`config.mk`:
```
export PLATFORM = sky130hd
export DESIGN_NAME = fifo_rd_stream
export DESIGN_NICKNAME = d
export VERILOG_FILES = /design/src/rtl/fifo_rd_stream.sv
export SDC_FILE = /design/constraint.sdc
export NUM_CORES = 1
export LEC_CHECK = 0
export BUFFER_PORTS_ARGS = -buffer_cell sky130_fd_sc_hd__clkbuf_2
export CAP_MARGIN = 20
export CORE_MARGIN = 2
export CORE_UTILIZATION = 45
export CTS_CLUSTER_DIAMETER = 150
export DETAILED_ROUTE_END_ITERATION = 8
export PLACE_DENSITY_LB_ADDON = 0.12
export SLEW_MARGIN = 15
export SYNTH_ARGS = -nofsm -noshare
export SYNTH_HDL_FRONTEND = slang
export SYNTH_SLANG_ARGS = --single-unit
```
`constraint.sdc`:
```
create_clock -name rclk -period 2.26 [get_ports rclk]
set_input_delay 0.565 -clock rclk [delete_from_list [all_inputs] [get_ports rclk]]
set_output_delay 0.565 -clock rclk [all_outputs]
set_load 0.05 [all_outputs]
```
`src/rtl/fifo_rd_stream.sv`:
```
// fifo_rd_stream: read-side drain engine for asyn_fifo (rclk domain only).
// Pops words through rinc/rempty/read_data and presents them on a
// valid/ready stream through a 2-entry (head + skid) buffer. The stream is
// framed with out_last every FRAME_LEN beats, and rd_count counts beats
// delivered to the downstream side. flush drops buffered words and drains
// the FIFO.
//
// Stream handshake: a beat transfers on a rising rclk edge when
// out_valid && out_ready. While out_valid=1 && out_ready=0, out_data and
// out_last hold stable. out_valid never depends on out_ready, and rinc
// depends only on registered occupancy, rempty, flush and rrst. out_ready
// therefore has no combinational path to rinc.
module fifo_rd_stream #(
  parameter int DSIZE     = 8,
  parameter int FRAME_LEN = 16,
  parameter int CNT_W     = 16
) (
  input  logic             rclk,
  input  logic             rrst,
  input  logic [DSIZE-1:0] read_data,
  input  logic             rempty,
  output logic             rinc,
  input  logic             flush,
  output logic [DSIZE-1:0] out_data,
  output logic             out_valid,
  input  logic             out_ready,
  output logic             out_last,
  output logic [CNT_W-1:0] rd_count
);

  localparam int               BEAT_W    = 16;
  localparam logic [BEAT_W-1:0] LAST_BEAT = BEAT_W'(FRAME_LEN - 1);
  localparam logic [BEAT_W-1:0] BEAT_ONE  = BEAT_W'(1);
  localparam logic [CNT_W-1:0]  CNT_ONE   = CNT_W'(1);

  // Buffer state: occ counts valid entries (0..2). The head entry is the
  // one presented downstream; skid holds the word popped behind it.
  logic [1:0]        occ, occ_nxt;
  logic [DSIZE-1:0]  head, head_nxt;
  logic [DSIZE-1:0]  skid, skid_nxt;
  logic [BEAT_W-1:0] beat, beat_nxt;
  logic [CNT_W-1:0]  count, count_nxt;

  logic pop;
  logic hs;

  // Pop whenever the FIFO has data and there is room (or we are draining).
  assign rinc      = !rrst && !rempty && (flush || (occ != 2'd2));
  // A flushing pop is dropped; only normal pops enter the buffer.
  assign pop       = rinc && !flush;
  assign out_valid = (occ != 2'd0);
  assign hs        = out_valid && out_ready;
  assign out_data  = head;
  assign out_last  = out_valid && (beat == LAST_BEAT);
  assign rd_count  = count;

  // Next-state for buffer, framing and delivered-word count.
  always_comb begin
    occ_nxt   = occ;
    head_nxt  = head;
    skid_nxt  = skid;
    beat_nxt  = beat;
    count_nxt = count;

    // A handshake completes even in a flush cycle, so it always counts.
    if (hs) begin
      count_nxt = count + CNT_ONE;
      beat_nxt  = (beat == LAST_BEAT) ? '0 : beat + BEAT_ONE;
    end

    if (flush) begin
      occ_nxt  = 2'd0;
      beat_nxt = '0;
    end else begin
      case ({pop, hs})
        2'b10: begin
          // Fill: first word lands in head, second waits in skid.
          occ_nxt = occ + 2'd1;
          if (occ == 2'd0) head_nxt = read_data;
          else             skid_nxt = read_data;
        end
        2'b01: begin
          // Drain: the skid word (if any) moves up to head.
          occ_nxt = occ - 2'd1;
          if (occ == 2'd2) head_nxt = skid;
        end
        2'b11: begin
          // Pop and handshake together only happen at occ=1 (occ=2 blocks
          // pops, occ=0 has nothing to hand over): new word replaces head.
          head_nxt = read_data;
        end
        default: ;
      endcase
    end
  end

  // State registers, asynchronously cleared by rrst.
  always_ff @(posedge rclk or posedge rrst) begin
    if (rrst) begin
      occ   <= 2'd0;
      head  <= '0;
      skid  <= '0;
      beat  <= '0;
      count <= '0;
    end else begin
      occ   <= occ_nxt;
      head  <= head_nxt;
      skid  <= skid_nxt;
      beat  <= beat_nxt;
      count <= count_nxt;
    end
  end

endmodule

```
# Word-level counts from Yosys, hierarchy flattened
# Cells that the tools add are included.
# word_totals
ramBits,0
out_inout_bits,27
rom_bits,0
regBits,50
latchBits,0
input_bits,13
memories,0
word_cells,43
# op_classes
mul,0
reduce_logical,16
muxes,8
eq_ne,8
magnitude_cmp,0
div,0
bitwise_logic,2
addsub,4
shift,0
# ops
cell,count
16-bit 2-to-1 mux,3
"16-bit by 1-bit adder with 16-bit output, second input constant",2
8-bit case mux with 3 select lines,1
"16-bit by 4-bit == test with 1-bit output, second input constant",1
8-bit 2-to-1 mux,2
"2-bit == test, second input constant",3
"2-bit != test, second input constant",3
3-bit nonzero test,2
1-bit logical AND,5
2-bit case mux with 2 select lines,1
4-bit AND reduction,1
2-bit nonzero test,2
1-bit logical NOT,3
3-bit AND reduction,1
"2-bit by 1-bit adder with 2-bit output, second input constant",1
"2-bit by 1-bit == test with 1-bit output, second input constant",1
2-bit logical NOT,1
2-bit 2-to-1 mux,1
1-bit NOT,2
"2-bit by 1-bit subtractor with 2-bit output, second input constant",1
1-bit logical OR,1

# Logic depth before layout (Yosys ltp)
# depth
ltp_word,7
depth_mapped,6
mapped_depth_nobuf,5

# Least setup slack after synthesis
# OpenSTA, ideal clock, no wires.
# synth_timing
kind,input port to output port
start,input port rrst
end,output port rinc
path_buffers,0
required_ps,1695
t_arrival_ps,1969
path_stages,2
slack_ps,-274
cell_sequence,nor2_1 a21boi_0
# synth_between
elab_chain_len,3
# synth_lines
item,line,rtl
from (decl),19,"input logic rrst,"
1-bit logical NOT (no line),n/a,
1-bit logical AND (2 in series),48,assign rinc = !rrst && !rempty && (flush || (occ != 2'd2));
to (decl),22,"output logic rinc,"
# Every way passes these cells.

# Worst setup path in the final report
# layout_timing
start,register beat[0]
end,output port out_last
# layout_between
elab_chain_len,2
# layout_lines
item,line,rtl
from (decl),41,"logic [BEAT_W-1:0] beat, beat_nxt;"
from (signal assigned),109,beat <= beat_nxt;
16-bit by 4-bit == test with 1-bit output,54,assign out_last = out_valid && (beat == LAST_BEAT);
1-bit logical AND,54,
to (decl),27,"output logic out_last,"
# Every way passes these cells.

==> flow_summary.html <==
<table>
<tr><th>Metric</th><th>Value</th></tr>
<tr><th colspan="2">Outcome</th></tr>
<tr><td>Run status</td><td>finished, final reports clean</td></tr>
<tr><th colspan="2">Floorplan</th></tr>
<tr><td>Initial core utilization</td><td>45.8%</td></tr>
<tr><td>Chip width</td><td>78.2 um</td></tr>
<tr><td>Ports placed on the boundary</td><td>40</td></tr>
<tr><td>Core region area</td><td>5410 um2</td></tr>
<tr><td>Placement row count</td><td>27</td></tr>
<tr><td>Die footprint</td><td>6110 um2</td></tr>
<tr><td>Chip height</td><td>78.2 um</td></tr>
<tr><th colspan="2">Yosys</th></tr>
<tr><td>Most frequently used cell type in the post-synthesis netlist</td><td>dfrtp_1</td></tr>
<tr><td>Cell Area, Synth</td><td>2480 um2</td></tr>
<tr><td>Number of flip-flops and latches in the synthesized netlist</td><td>50</td></tr>
<tr><td>Library cell with the largest summed area after synthesis</td><td>dfrtp_1</td></tr>
<tr><td>Total nets after synthesis</td><td>231</td></tr>
<tr><td>Count of synthesis-stage warnings from yosys</td><td>0</td></tr>
<tr><td>Syn avg cell area</td><td>11.5 um2</td></tr>
<tr><td>Share of synthesized flip-flops with an asynchronous set or reset</td><td>100%</td></tr>
<tr><td>Number of distinct library cells after synthesis</td><td>44</td></tr>
<tr><td>Share of the synthesized area in the top cell type</td><td>50.5%</td></tr>
<tr><td>Biggest area contributors in the synthesized netlist</td><td>dfrtp_1, mux2_2, xnor2_1, xor2_1, nand2_1</td></tr>
<tr><td>Leading register cell type out of synthesis</td><td>dfrtp_1</td></tr>
<tr><td>Most frequent cells after synthesis</td><td>dfrtp_1, mux2_2, nand2_1</td></tr>
<tr><td>Cell count after synthesis</td><td>216</td></tr>
<tr><td>Number of flops mapped to enable cells by yosys</td><td>0</td></tr>
<tr><td>Sequential share of the synthesized area</td><td>50.5%</td></tr>
<tr><th colspan="2">Critical path</th></tr>
<tr><td>Worst reg2reg path depth</td><td>4</td></tr>
<tr><td>CP required</td><td>1.69 ns</td></tr>
<tr><td>Internal reg-to-reg setup slack</td><td>0.45 ns</td></tr>
<tr><td>Signal arrival time at the worst endpoint</td><td>1.58 ns</td></tr>
<tr><td>Startpoint Class</td><td>flip-flop</td></tr>
<tr><td>Crit path buf inv count</td><td>1</td></tr>
<tr><td>Cell chain of the critical path</td><td>ha_4 &gt; and3_4 &gt; nand4_1 &gt; nor2b_1 &gt; clkbuf_8</td></tr>
<tr><td>Critical register-to-register path startpoint</td><td>occ[1]$_DFFE_PP0P_</td></tr>
<tr><td>Reg-to-Reg End</td><td>out_data[5]$_DFFE_PP0P_</td></tr>
<tr><td>Critical Path Max Stage Delay</td><td>0.43 ns</td></tr>
<tr><td>Worst-path maximum fanout</td><td>4</td></tr>
<tr><td>Worst setup path category</td><td>flip-flop to output pin</td></tr>
<tr><td>Category of cells accounting for the largest share of critical-path delay</td><td>simple AND/OR/NAND/NOR gates</td></tr>
<tr><td>Critical Path End Type</td><td>output pin</td></tr>
<tr><td>Worst-path cell with the longest stage delay</td><td>dfrtp_1</td></tr>
<tr><th colspan="2">Global route</th></tr>
<tr><td>Number of global-route vias before repair</td><td>1817</td></tr>
<tr><td>Total global-route track usage</td><td>17.1%</td></tr>
<tr><td>First-pass GRT wire length</td><td>8430 um</td></tr>
<tr><td>GR Overflow Total</td><td>0</td></tr>
<tr><td>Maximum number of pins on one net before global-route repair</td><td>29</td></tr>
<tr><td>Number of antenna violations at the first check in global routing</td><td>0</td></tr>
<tr><th colspan="2">STA</th></tr>
<tr><td>Final setup skew</td><td>0.0120 ns</td></tr>
<tr><td>Achievable Freq</td><td>0.466 GHz</td></tr>
<tr><td>Slew Limit Headroom</td><td>59.4%</td></tr>
<tr><td>Finish-stage setup viols</td><td>0</td></tr>
<tr><td>Worst hold-check slack</td><td>0.350 ns</td></tr>
<tr><td>Transition time at the pin with the least slew margin</td><td>0.608 ns</td></tr>
<tr><td>TNS Setup</td><td>0 ns</td></tr>
<tr><td>Post-route fraction of the period consumed by the critical path</td><td>95.1%</td></tr>
<tr><td>Final max-slew violation count</td><td>0</td></tr>
<tr><td>Final Critical Period</td><td>2.15 ns</td></tr>
<tr><td>Final-report hold violation count</td><td>0</td></tr>
<tr><th colspan="2">Clock network</th></tr>
<tr><td>CTS Hold Bufs</td><td>0</td></tr>
<tr><td>CTS buffer count</td><td>5</td></tr>
<tr><td>Clock tree root driver cell</td><td>clkbuf_8</td></tr>
<tr><td>Post-CTS clock slew at the launch and capture registers of the worst setup and hold paths</td><td>0.10 ns</td></tr>
<tr><td>Later-pin clock latency in the skew report</td><td>0.30 ns</td></tr>
<tr><td>Max H-tree Level</td><td>2</td></tr>
<tr><td>CTS Sinks</td><td>50</td></tr>
<tr><td>TritonCTS clock tree</td><td>built</td></tr>
<tr><td>Number of buffers on the longest clock path</td><td>2</td></tr>
<tr><th colspan="2">Power and ir drop</th></tr>
<tr><td>Total leakage power</td><td>1.34 nW</td></tr>
<tr><td>Overall power after layout</td><td>0.00218 W</td></tr>
<tr><td>IR drop worst, VDD</td><td>0.451 mV</td></tr>
<tr><td>Total power density per cell area</td><td>732 nW/um2</td></tr>
<tr><th colspan="2">Drt</th></tr>
<tr><td>Mean number of vias per cell</td><td>5.39</td></tr>
<tr><td>Total routed wirelength</td><td>5010 um</td></tr>
<tr><td>Post-DRT Antenna Nets</td><td>0</td></tr>
<tr><td>Detailed-route wire length per cell</td><td>14.7 um</td></tr>
<tr><td>1st-iter DRT viols</td><td>38</td></tr>
<tr><td>DR vias</td><td>1832</td></tr>
<tr><td>First-pass DRT Iterations</td><td>4</td></tr>
<tr><td>Final routed DRC violation total</td><td>0</td></tr>
<tr><th colspan="2">Cells and area</th></tr>
<tr><td>Layout Utilization</td><td>55.2%</td></tr>
<tr><td>Layout Area Growth over Synthesis</td><td>20.5%</td></tr>
<tr><td>Ratio of cells with drive above 1 in the final layout</td><td>38.4%</td></tr>
<tr><td>N_diodes</td><td>0</td></tr>
<tr><td>Post-layout instance area</td><td>2980 um2</td></tr>
<tr><td>Final nets</td><td>282</td></tr>
<tr><th colspan="2">Place</th></tr>
<tr><td>Final weighted congestion of routability-driven global placement</td><td>0.740</td></tr>
<tr><td># port buffers</td><td>39</td></tr>
<tr><td>Placement Cell Area</td><td>2770 um2</td></tr>
<tr><td>Placed wire-length estimate after detailed placement</td><td>3530 um</td></tr>
<tr><th colspan="2">Min path</th></tr>
<tr><td>Class of the tightest hold or removal check</td><td>input port to asynchronous set/reset pin</td></tr>
<tr><th colspan="2">Job</th></tr>
<tr><td>Total of max-cap violations</td><td>0</td></tr>
</table>
## registers in the layout (all words and copies together) (netlist names)
signal / cells
beat: 16
occ: 2
out_data: 8
rd_count: 16
skid: 8
## worst reg2reg max path: cells and delay by family, from the launching register on
family | cells | cell delay (ns)
muxes | 1 | 0.38
AOI/OAI and AO/OA | 1 | 0.13
DFF | 1 | 0.55
and+or+nand+nor | 2 | 0.64
## layout by cell type, fill, tap and decap left out, types with 4 or more instances in the layout
master	synthesis	routed
or3_1	4	4
nand2_1	18	18
and3_1	5	4
clkbuf_8	0	6
and4_1	4	4
o21ai_0	4	4
mux2_2	24	24
dfrtp_2	0	5
a21oi_1	10	10
xor2_1	10	10
nor2_1	12	12
nand3_1	9	9
dfrtp_1	50	45
xnor2_1	11	11
buf_4	2	10
nand4_1	7	7
clkbuf_2	0	38
## layer usage
metal | up-vias | GRT usage [%] | part of all wire [%]
met2 | 33 | 27.8 | 48
li1 | 893 | - | -
met4 | 0 | 3.51 | 0.48
met5 | - | 0 | 0
met1 | 902 | 23.5 | 48
met3 | 4 | 4.02 | 3.3
## power by group
| part | internal [W] | total [W] | leakage (nW) | switching (W) |
|---|---|---|---|---|
| Combinational | 0.000147 | 0.000497 | 0.629 | 0.000350 |
| Sequential | 0.000982 | 0.00106 | 0.663 | 0.0000817 |
| Clock | 0.000331 | 0.000622 | 0.0514 | 0.000292 |
| Total | 0.00146 | 0.00218 | 1.34 | 0.000723 |
## what timing repair did
action / in CTS / in global routing
pin swaps: 0 / 3
endpoints found under the setup margin: 1 / 1
resized for setup: 3 / 12
setup buffers: 1 / 3
## cell families (layout without fill, tap and decap cells)
group	Yosys count	after routing	synth area share, %
adders and majority gates	2	2	1.01
AOI/OAI and AO/OA	32	32	9.65
muxes	26	26	11.7
buffers and inverters	8	60	2.43
and+or+nand+nor	77	77	17.2
DFF	50	50	50.5
xor gates and xnor gates	21	21	7.43
## area by class of cell
cell class | instances | area, um2
clock buffers | 6 | 72.6
clock inverters | 2 | 37.5
fillers | 489 | 2420
inverters | 2 | 7.51
multi-input cells | 158 | 1220
flip-flops and latches | 50 | 1260
well taps | 72 | 90.1
repair buffers | 50 | 299
## how the worst max path moves through the flow
stage | start | to | slack, ns | cells past startpoint
finish | beat[0]$_DFFE_PP0P_ | out_last | 0.11 | 5
global placement | beat[0]$_DFFE_PP0P_ | out_last | 0.25 | 5
floorplan | beat[0]$_DFFE_PP0P_ | out_last | 0.01 | 4
global route | beat[1]$_DFFE_PP0P_ | out_last | -0.02 | 5
CTS | beat[1]$_DFFE_PP0P_ | out_last | 0.01 | 5
detailed placement | rrst | out_data[1]$_DFFE_PP0P_ | 0.24 | 5
## metrics by stage
stage               cells  worst slack (ns)
detailed placement    328             0.235
CTS                   337            0.0134
finish                340             0.112
global placement      328             0.254
floorplan             216            0.0137
global route          340           -0.0231
Note: power is estimated with default switching activity, not from simulation.
